`src/rtl/seg7_ctrl_pkg.sv`:
```
// Shared types and constants for the six-digit seven-segment display controller.
package seg7_ctrl_pkg;

    typedef enum logic [1:0] {
        ST_IDLE  = 2'd0,
        ST_CONV  = 2'd1,
        ST_LATCH = 2'd2
    } state_t;

    localparam int NUM_DIGITS  = 6;
    localparam int MAX_DISPLAY = 999999;

    localparam logic [6:0] SEG_BLANK = 7'h7F;
    localparam logic [6:0] SEG_E     = 7'b0000110;

    // Double-dabble correction: every nibble >= 5 gets +3 before the shift.
    function automatic logic [23:0] bcd_adjust(input logic [23:0] b);
        logic [23:0] r;
        r = b;
        for (int i = 0; i < NUM_DIGITS; i++) begin
            if (b[4*i +: 4] >= 4'd5) r[4*i +: 4] = b[4*i +: 4] + 4'd3;
        end
        return r;
    endfunction

endpackage

```
`src/rtl/seg7_display_ctrl_if.sv`:
```
// Value/decimal-point handshake between the measurement datapath and the display controller.
interface seg7_display_ctrl_if #(
    parameter int WIDTH = 20
);
    logic             in_valid;
    logic             in_ready;
    logic [WIDTH-1:0] in_value;
    logic [2:0]       in_dp;

    modport master (output in_valid, output in_value, output in_dp, input  in_ready);
    modport slave  (input  in_valid, input  in_value, input  in_dp, output in_ready);
endinterface

```
`src/rtl/seg7_bcd_decode.sv`:
```
// Combinational BCD nibble to active-low seven-segment glyph (bit 0 = a ... bit 6 = g).
module seg7_bcd_decode
    import seg7_ctrl_pkg::*;
(
    input  logic [3:0] bcd,
    output logic [6:0] seg_n
);
    always_comb begin
        case (bcd)
            4'd0:    seg_n = 7'b1000000;
            4'd1:    seg_n = 7'b1111001;
            4'd2:    seg_n = 7'b0100100;
            4'd3:    seg_n = 7'b0110000;
            4'd4:    seg_n = 7'b0011001;
            4'd5:    seg_n = 7'b0010010;
            4'd6:    seg_n = 7'b0000010;
            4'd7:    seg_n = 7'b1111000;
            4'd8:    seg_n = 7'b0000000;
            4'd9:    seg_n = 7'b0010000;
            default: seg_n = SEG_BLANK;
        endcase
    end
endmodule

```
`src/rtl/seg7_display_ctrl.sv`:
```
// Six-digit display controller: shift-add-3 BCD conversion, leading-zero blanking, overrange 'E'.
// Optional macro SEG7_CTRL_BLINK_EN makes the overrange 'E' blink with half-period BLINK_DIV.
//   state    | meaning
//   ST_IDLE  | ready for a value, outputs hold the last image
//   ST_CONV  | one shift-add-3 iteration per cycle, WIDTH iterations
//   ST_LATCH | register the display image, return to idle
module seg7_display_ctrl
    import seg7_ctrl_pkg::*;
#(
    parameter int WIDTH     = 20,
    parameter int BLINK_DIV = 25_000_000
) (
    input  logic                 clk,
    input  logic                 rst_n,
    seg7_display_ctrl_if.slave   in_if,
    output logic                 busy,
    output logic                 overrange,
    output logic [41:0]          hex_n,
    output logic [5:0]           dp_n
);
    localparam int CW = $clog2(WIDTH + 1);

    if (WIDTH < 1 || WIDTH > 20 || BLINK_DIV < 1) begin : g_bad_param
        $error("seg7_display_ctrl: WIDTH must be 1..20 and BLINK_DIV >= 1");
    end

    state_t           state;
    logic [WIDTH-1:0] bin;
    logic [23:0]      bcd;
    logic [CW-1:0]    cnt;
    logic [2:0]       dp_q;
    logic             ovr_q;
    logic [41:0]      hex_img;
    logic [5:0]       dp_img;
    logic [6:0]       seg [NUM_DIGITS];
    logic             over_in;

`ifdef SEG7_CTRL_BLINK_EN
    localparam int BW = (BLINK_DIV > 1) ? $clog2(BLINK_DIV) : 1;
    logic [BW-1:0] blink_cnt;
    logic          blink_phase;
`endif

    assign in_if.in_ready = (state == ST_IDLE);
    assign busy           = (state != ST_IDLE);
    assign over_in        = 32'(in_if.in_value) > 32'(MAX_DISPLAY);

    for (genvar g = 0; g < NUM_DIGITS; g++) begin : g_dec
        seg7_bcd_decode u_dec (.bcd(bcd[4*g +: 4]), .seg_n(seg[g]));
    end

    always_comb begin
        int  f;
        logic lead;
        f       = (dp_q <= 3'd5) ? int'(dp_q) : 0;
        lead    = 1'b1;
        hex_img = '1;
        dp_img  = (dp_q <= 3'd5) ? ~(6'd1 << dp_q) : 6'h3F;
        // Blank from the top down until the first nonzero digit or the floor digit.
        for (int k = NUM_DIGITS - 1; k >= 0; k--) begin
            if (lead && bcd[4*k +: 4] == 4'd0 && k > f) begin
                hex_img[7*k +: 7] = SEG_BLANK;
            end else begin
                lead              = 1'b0;
                hex_img[7*k +: 7] = seg[k];
            end
        end
        if (ovr_q) begin
            hex_img = {{5{SEG_BLANK}}, SEG_E};
            dp_img  = 6'h3F;
        end
    end

    always_ff @(posedge clk or negedge rst_n) begin
        if (!rst_n) begin
            state     <= ST_IDLE;
            bin       <= '0;
            bcd       <= '0;
            cnt       <= '0;
            dp_q      <= 3'd7;
            ovr_q     <= 1'b0;
            hex_n     <= '1;
            dp_n      <= 6'h3F;
            overrange <= 1'b0;
`ifdef SEG7_CTRL_BLINK_EN
            blink_cnt   <= '0;
            blink_phase <= 1'b0;
`endif
        end else begin
            case (state)
                ST_IDLE: begin
                    if (in_if.in_valid) begin
                        dp_q <= in_if.in_dp;
                        if (over_in) begin
                            ovr_q <= 1'b1;
                            state <= ST_LATCH;
                        end else begin
                            ovr_q <= 1'b0;
                            bin   <= in_if.in_value;
                            bcd   <= '0;
                            cnt   <= CW'(WIDTH);
                            state <= ST_CONV;
                        end
                    end
                end
                ST_CONV: begin
                    {bcd, bin} <= {bcd_adjust(bcd), bin} << 1;
                    cnt        <= cnt - 1'b1;
                    if (cnt == CW'(1)) state <= ST_LATCH;
                end
                ST_LATCH: begin
                    hex_n     <= hex_img;
                    dp_n      <= dp_img;
                    overrange <= ovr_q;
                    state     <= ST_IDLE;
                end
                default: state <= ST_IDLE;
            endcase
`ifdef SEG7_CTRL_BLINK_EN
            if (state == ST_IDLE && in_if.in_valid) begin
                blink_cnt   <= BW'(BLINK_DIV - 1);
                blink_phase <= 1'b0;
            end else if (overrange && state == ST_IDLE) begin
                if (blink_cnt == '0) begin
                    blink_cnt    <= BW'(BLINK_DIV - 1);
                    blink_phase  <= ~blink_phase;
                    hex_n[6:0]   <= blink_phase ? SEG_E : SEG_BLANK;
                end else begin
                    blink_cnt <= blink_cnt - 1'b1;
                end
            end
`endif
        end
    end
endmodule
```
`src/flat_wrapper.sv`:
```
// flat-port wrapper written by rule: the top's interface ports become plain ports
module seg7_display_ctrl_flat import seg7_ctrl_pkg::*;
#(
    parameter int WIDTH     = 20,
    parameter int BLINK_DIV = 25_000_000
)
  (clk, rst_n, busy, overrange, hex_n, dp_n, in_if_in_valid, in_if_in_value, in_if_in_dp, in_if_in_ready);
  seg7_display_ctrl_if #(.WIDTH(WIDTH)) in_if_i ();
  input  logic clk;
  input  logic rst_n;
  output logic busy;
  output logic overrange;
  output logic [41:0] hex_n;
  output logic [5:0] dp_n;
  input wire logic [$bits(in_if_i.in_valid)-1:0] in_if_in_valid;
  input wire logic [$bits(in_if_i.in_value)-1:0] in_if_in_value;
  input wire logic [$bits(in_if_i.in_dp)-1:0] in_if_in_dp;
  output wire logic [$bits(in_if_i.in_ready)-1:0] in_if_in_ready;
  assign in_if_i.in_valid = in_if_in_valid;
  assign in_if_i.in_value = in_if_in_value;
  assign in_if_i.in_dp = in_if_in_dp;
  assign in_if_in_ready = in_if_i.in_ready;
  seg7_display_ctrl #(.WIDTH(WIDTH), .BLINK_DIV(BLINK_DIV)) u_core (.clk(clk), .rst_n(rst_n), .in_if(in_if_i), .busy(busy), .overrange(overrange), .hex_n(hex_n), .dp_n(dp_n));
endmodule
```
`config.mk`:
```
export PLATFORM = sky130hd
export DESIGN_NAME = seg7_display_ctrl_flat
export DESIGN_NICKNAME = d
export VERILOG_FILES = /design/src/rtl/seg7_ctrl_pkg.sv /design/src/rtl/seg7_display_ctrl_if.sv /design/src/rtl/seg7_bcd_decode.sv /design/src/rtl/seg7_display_ctrl.sv /design/src/flat_wrapper.sv
export SDC_FILE = /design/constraint.sdc
export NUM_CORES = 1
export LEC_CHECK = 0
export CAP_MARGIN = 20
export CORE_ASPECT_RATIO = 1.1
export CORE_MARGIN = 2
export CORE_UTILIZATION = 30
export DETAILED_ROUTE_END_ITERATION = 8
export HOLD_SLACK_MARGIN = 0.05
export PLACE_DENSITY = 0.46
export RECOVER_POWER = 50
export SETUP_SLACK_MARGIN = 0.4
export SYNTH_ARGS = -nofsm -noshare
export SYNTH_HDL_FRONTEND = slang
export SYNTH_HIERARCHICAL = 1
export SYNTH_SLANG_ARGS = --single-unit
```
`constraint.sdc`:
```
create_clock -name clk -period 2.2 [get_ports clk]
set_input_delay 0.44 -clock clk [delete_from_list [all_inputs] [get_ports clk]]
set_output_delay 0.44 -clock clk [all_outputs]
set_load 0.01 [all_outputs]
```
==> run summary, run 1 <==
status - completed
Final nets - 855
Max Transition Viols Final - 0
xor/xnor cell area share of the yosys netlist - 1.54%
area grow syn2layout - 28.1%
Final period util - 95.8%
Worst R2R Start - u_core/dp_q[1]
Root Driver - clkbuf_16
GRT overflow - 0
mux contribution to synthesized area - 3.75%
Crit. Startpoint - u_core/dp_q[1]
RSZ-0062 raised after global routing - true
Filler Cell Count - 2061
worst skew pair latency - 350 ps
Max IR drop VDD - 0.468 mV
Avg Cell Area, Syn - 9.40 um2
setup slack after layout - 91.5 ps
starting DRC count in detailed routing - 212
CTS tree - yes
hold slack - 439 ps
HPWL after DPL - 11300 um
Worst Hold Class - in -> reg
top sig layer - met4
setup violators final - 0
largest net degree at the start of global routing - 48
Worst-path clk slew - 80 ps
first-pass GRT wire length - 25300 um
Max-cap violations - 0
core area - 20500 um2
Die Height - 155 um
post-synth cell types - 52
Top Ports - 77
slew at the pin closest to its max-slew limit - 1060 ps
Post-Synth Simple-Gate Area - 15.6%
critical path class - reg -> reg
drt via density - 4.92
Worst Setup End Kind - flop
metal3 WL - 491 um
Buf/Inv on CP - 2
initial antenna violation count - 0
Worst path max stage delay - 540 ps
total CTS buffers - 9
fin util - 39.0%
Post-Place Setup Slack - -97.3 ps
Hold Path Stages - 3
relative slew slack - 29.0%
finished layout cell area - 8000 um2
largest family of logic cells by synthesized area - compound AO/OA/AOI/OAI gates
Arr. time, crit path - 2410 ps
Layout Skew - 6.65 ps
DRT Pass-1 Iters - 6
Crit path max-delay family - simple AND/OR/NAND/NOR gates
overall routed net length - 15500 um
ANT nets after route - 0
Gate Count Post-Synth - 664
startpoint types - flop
post-synthesis compound-gate area fraction - 20.4%
Hold Path Sink - u_core/bin[17]
DIE AREA - 22000 um2
Critical Path Fanout Max - 10
proportion of layout cells with a drive suffix above 1 - 20.7%
Required @ worst endpoint - 2500 ps
H-tree depth - 3
Synth Area in Adders - 10.6%
dpl cell area - 7580 um2
Placer Congestion - 0.770
final-report hold violation count - 0
power density cells - 1330 nW/um2
Max Clock Freq - 474 MHz
# DRC - 0
register area share after synthesis - 42.7%
slowest CP cell - dfstp_2
routed vias - 5106
TritonCTS Sinks - 104
cell area after synthesis - 6240 um2
ANT cells - 0
clock buffer depth - 2
Leak Pwr - 3.60 nW
Critical Path, Cell by Cell - inv_2 > ha_4 > or4b_4 > a2111oi_4 > and4_4 > buf_12 > o31a_1
RR Endpoint - u_core/hex_n[2]
Starting Density - 30.4%
FF-to-FF path depth - 7
port bufs - 76
num rows - 55
met2 WL post-DR - 7600 um
Synth Register Bits - 104
asr flop ratio synth - 100%
Tot GR Track Use - 14.2%
Routed WL per cell - 14.9 um
min-delay src - in_if_in_value[17]
Post-Route M1 WL - 7230 um
flop2flop setup slack - 90 ps
Post-synth EDFFs - 0
ys flop type - dfrtp_1
Tmin final - 2110 ps
Die Width - 142 um
Post-Syn Nets - 743
vias in the first global route - 5062
warnings from Yosys - 6
==> cells in the mapped netlist, types with 2 or more instances <==
cell | n | share of area [%]
o32a_1 | 7 | 1.1
o21ai_0 | 69 | 5.5
buf_1 | 4 | 0.24
a21oi_2 | 5 | 0.70
buf_6 | 6 | 1.1
buf_2 | 8 | 0.64
clkbuf_1 | 11 | 0.66
mux2i_1 | 20 | 3.2
or3_1 | 5 | 0.50
nand2_1 | 52 | 3.1
or2_1 | 6 | 0.60
nand2b_1 | 32 | 3.2
a21oi_1 | 52 | 4.2
o22a_1 | 30 | 4.2
xor2_1 | 5 | 0.70
and4_1 | 2 | 0.28
inv_1 | 40 | 2.4
o31a_1 | 2 | 0.28
o22ai_1 | 2 | 0.20
or2b_1 | 5 | 0.60
a21o_1 | 3 | 0.36
nor3_1 | 9 | 0.72
ha_1 | 53 | 11
xnor2_1 | 6 | 0.84
o31ai_1 | 8 | 0.96
mux2_2 | 3 | 0.54
dfstp_2 | 51 | 21
nor2b_1 | 4 | 0.40
a31oi_1 | 9 | 0.90
nor2_1 | 74 | 4.4
a22oi_1 | 5 | 0.60
nand3_1 | 2 | 0.16
buf_4 | 3 | 0.36
dfrtp_1 | 53 | 21
==> layer usage <==
layer	vias up	global-route usage, %
met2	92	24.7
met5	-	0
met4	0	3.43
met1	2483	18.2
li1	2521	-
met3	10	2.77
==> worst max path at each step <==
stage	to	slack [ps]	cells after the start
2_1_floorplan	u_core/hex_n[6]	110	8
3_3_place_gp	u_core/bin[7]	2	7
3_5_place_dp	u_core/bin[3]	-100	7
4_1_cts	u_core/hex_n[3]	60	8
5_1_grt	u_core/hex_n[5]	30	8
6_report	u_core/hex_n[2]	90	7
==> what timing repair did <==
action	4_1_cts	5_1_grt
pin swaps	4	7
endpoints found under the hold margin	12	0
cloned	0	2
hold buffers	1	0
setup buffers	5	0
setup endpoints to repair	121	80
resized for setup	69	38
==> cell usage in the layout, fill, tap and decap left out, drive strengths merged, types with 7 or more instances in the layout <==
master / count
dlymetal6s2s: 10
nor2: 74
nand2: 53
o21ai: 70
ha: 53
o22a: 30
clkbuf: 18
dlygate4sd2: 52
mux2i: 20
dfrtp: 53
o31ai: 8
nor3: 10
clkdlybuf4s50: 12
o32a: 7
inv: 42
dfstp: 51
buf: 48
nand2b: 32
a31oi: 9
a21oi: 57
==> cells by family (layout without fill, tap and decap cells) <==
| kind of cell | after synthesis | after routing |
|---|---|---|
| xor+xnor | 11 | 11 |
| mux | 23 | 23 |
| flops | 104 | 104 |
| buf+inv | 72 | 189 |
| simple gates | 201 | 201 |
| fa+ha+maj | 53 | 53 |
| compound gates | 200 | 200 |
==> cell type report <==
type,instances,area (um2),area share [%]
Sequential cell,104,2670,33.4
Timing Repair Buffer,133,1150,14.3
Clock inverter,7,78.8,0.985
Tap cell,256,320,4.00
Clock buffer,9,225,2.82
Inverter,40,150,1.88
Multi-Input combinational cell,488,3410,42.6
==> stage by stage <==
step                total power [mW]  std cells  setup TNS, ps
floorplan                       7.08        664              0
global placement                9.00       1013              0
detailed placement              9.17       1013          -1020
CTS                             10.7       1035              0
global route                    11.6       1037              0
finish                          10.6       1037              0
==> power by group <==
group          switching (mW)  internal (mW)  leakage, nW
combinational            2.85           2.44         2.28
clock                   0.787          0.894        0.139
sequential              0.629           3.02         1.17
==> sequential cells by signal, indices dropped and copies added, names as in the netlist <==
register / count
u_core/state: 2
u_core/bin: 20
u_core/overrange: 1
u_core/cnt: 5
u_core/dp_q: 3
u_core/bcd: 24
u_core/ovr_q: 1
u_core/dp_n: 6
u_core/hex_n: 42
==> worst reg2reg max path, delay by kind of cell (launching register included) <==
kind / cells / cell delay (ps)
AND/OR/NAND/NOR: 2 / 780
flip-flops: 1 / 540
AO/OA/AOI/OAI: 2 / 380
buffers and inverters: 2 / 180
adder cells (fa/ha/maj): 1 / 150
Power figures use the tool's default switching activity.
==> run 2, diff against run 1 <==
--- a/config.mk
+++ b/config.mk
@@ -7,7 +7,6 @@
 export LEC_CHECK = 0
 export CAP_MARGIN = 20
 export CORE_ASPECT_RATIO = 1.1
-export CORE_MARGIN = 2
 export CORE_UTILIZATION = 30
 export DETAILED_ROUTE_END_ITERATION = 8
 export HOLD_SLACK_MARGIN = 0.05
==> run 2 against run 1 <==
Against the previous run: routed wire length decreased by 0.95%; maximum frequency decreased by 2.4%; setup slack got worse by 51 ps; clock skew about the same; critical path depth unchanged; non-clock buffer count decreased by 4; final area decreased by 0.25%; critical path type unchanged; largest power group unchanged.
==> run summary, run 2 (synthesis gave the netlist of run 1 again) <==
# placed instances - 1006 (-0.69%)
ANT nets after route - 0 (unchanged)
Hold Path Sink - u_core/bin[9]
port bufs - 76 (unchanged)
proportion of layout cells with a drive suffix above 1 - 19.8% (-0.92 points)
Top Ports - 77 (unchanged)
Final period util - 98.2% (+2.3 points)
Max Clock Freq - 463 MHz (-2.4%)
starting DRC count in detailed routing - 217 (+2.4%)
Non-Filler Instances - 1029 (-0.77%)
DRT Pass-1 Iters - 4 (-2)
Biggest register - u_core/hex_n
overall routed net length - 15300 um (-0.95%)
ANT cells - 0 (unchanged)
Arr. time, crit path - 2450 ps (+40 ps)
startpoint types - flop
Pint - 6.41 mW (+0.75%)
Net Sw Frac - 39.4% (-0.72 points)
Placer Congestion - 0.757 (-1.7%)
Die Height - 153 um (-1.3%)
HPWL after DPL - 10400 um (-8.3%)
num rows - 54 (-1.8%)
Leak Pwr - 3.56 nW (-0.96%)
clock share of power - 15.5% (-0.3 points)
TritonCTS Sinks - 104 (unchanged)
final-report hold violation count - 0 (unchanged)
RR Endpoint - u_core/hex_n[12]
Psw - 4.18 mW (-2.2%)
Final nets - 851 (-0.47%)
Crit. Startpoint - u_core/dp_q[1]
status - completed
Hold Path Stages - 3 (unchanged)
worst skew pair latency - 350 ps (about the same)
Worst path max stage delay - 560 ps (+20 ps)
most common cell after layout, fill and taps aside - nor2_1
power density cells - 1330 nW/um2 (-0.20%)
initial antenna violation count - 0 (unchanged)
Starting Density - 31.0% (+0.56 points)
Worst-path clk slew - 70 ps (about the same)
Tot GR Track Use - 14.6% (+0.41 points)
max FFs per register - 42 (unchanged)
Comb pwr share - 49.7% (about the same)
GRT overflow - 0 (unchanged)
Hold Buf Count CTS - 0 (-1)
Max-cap violations - 0 (unchanged)
first-pass GRT wire length - 24900 um (-1.5%)
hold slack - 475 ps (+35.2 ps)
routed vias - 5061 (-0.88%)
largest registers - u_core/hex_n x42, u_core/bcd x24, u_core/bin x20
Worst Setup End Kind - flop
Post-Route Setup TNS - 0 ps (unchanged)
Layout Skew - 6.68 ps (+0.0274 ps)
most frequent cells in the layout - 72 x nor2_1, 66 x o21ai_0, 53 x dlygate4sd2_1
register share of total power - 34.7% (+0.3 points)
Critical Path Fanout Max - 10 (unchanged)
drt via density - 4.92 (-0.11%)
FF-to-FF path depth - 7 (unchanged)
Required @ worst endpoint - 2490 ps (about the same)
critical path class - reg -> reg
Die Width - 140 um (-1.4%)
total CTS buffers - 9 (unchanged)
finished layout cell area - 7980 um2 (-0.25%)
# DRC - 0 (unchanged)
vias in the first global route - 4957 (-2.1%)
relative slew slack - 0.376% (-29 points)
core area - 20100 um2 (-1.8%)
Routed WL per cell - 14.9 um (-0.18%)
slew at the pin closest to its max-slew limit - 1490 ps (+430 ps)
slowest CP cell - dfstp_2
Worst Hold Class - in -> reg
flop2flop setup slack - 40 ps (-50 ps)
area grow syn2layout - 27.8%
Max IR drop VDD - 0.458 mV (-2.1%)
largest net degree at the start of global routing - 105 (+120%)
Tmin final - 2160 ps (+51.2 ps)
dpl cell area - 7560 um2 (-0.20%)
Root Driver - clkbuf_16
min-delay src - in_if_in_value[9]
CTS tree - yes
H-tree depth - 3 (unchanged)
DIE AREA - 21400 um2 (-2.7%)
clock buffer depth - 2 (unchanged)
Critical Path, Cell by Cell - inv_2 > ha_4 > or4b_4 > a2111oi_4 > and4_4 > buf_12 > o32a_1
setup violators final - 0 (unchanged)
Worst R2R Start - u_core/dp_q[1]
Max Transition Viols Final - 0 (unchanged)
RSZ-0062 raised after global routing - true
run 2: changes by cell type in the layout (fill, tap and decap cells not counted), sizes merged, moves of 2 or more:
| cell | before | now |
|---|---|---|
| clkinv | 1 | 3 |
| inv | 42 | 40 |
| buf | 48 | 45 |
| clkbuf | 18 | 21 |
| dlymetal6s2s | 10 | 3 |
| clkinvlp | 3 | 0 |
| clkdlybuf4s50 | 12 | 17 |
run 2: layer usage:
metal	track usage [%]	routed length, um
met4	6.54	348
met5	0	0
met3	2.32	388
met1	18.3	7050
met2	24.8	7530
run 2: per-stage QoR:
step           util [%]  setup WS, ps  total power [mW]
3_5_place_dp       37.6          -249              9.15
2_1_floorplan         -           114              7.08
6_report           39.6          40.3              10.6
4_1_cts            39.1          5.92              10.6
5_1_grt            39.6         -27.1              11.6
3_3_place_gp       37.6          -176              9.00
run 2: critical path, delay by kind of cell (launching register included):
kind                     cells  cell delay [ps]
buffers and inverters        2              190
flip-flops                   1              560
AO/OA/AOI/OAI                2              410
AND/OR/NAND/NOR              2              770
adder cells (fa/ha/maj)      1              150
run 2: what timing repair did:
action / in CTS / in global routing
pin swaps: 3 / 7
buffers inserted: 2 / 2
gates cloned: 0 / 3
hold endpoints to repair: 0 / 0
setup endpoints to repair: 140 / 88
gates resized for setup: 68 / 20
run 2: cell type report:
class | count | area [um2]
well taps | 252 | 315
multi-input cells | 488 | 3360
clock buffers | 12 | 246
inverters | 40 | 150
flip-flops and latches | 104 | 2670
fillers | 2023 | 12200
repair buffers | 129 | 1190
clock inverters | 4 | 43.8
run 2: how the worst max path moves through the flow:
stage	slack, ps	cells after the start	end
2_1_floorplan	110	8	u_core/hex_n[6]
3_3_place_gp	-180	8	u_core/cnt[3]
3_5_place_dp	-250	8	u_core/cnt[3]
4_1_cts	6	8	u_core/hex_n[6]
5_1_grt	-30	8	u_core/hex_n[6]
6_report	40	7	u_core/hex_n[12]
run 2: power by group through the flow:
stage	clock network, mW	logic, mW	registers [mW]
3_5_place_dp	0	5.40	3.75
4_1_cts	1.72	5.22	3.69
5_1_grt	1.81	5.93	3.83
3_3_place_gp	0	5.29	3.71
2_1_floorplan	0	3.23	3.84
6_report	1.64	5.26	3.68
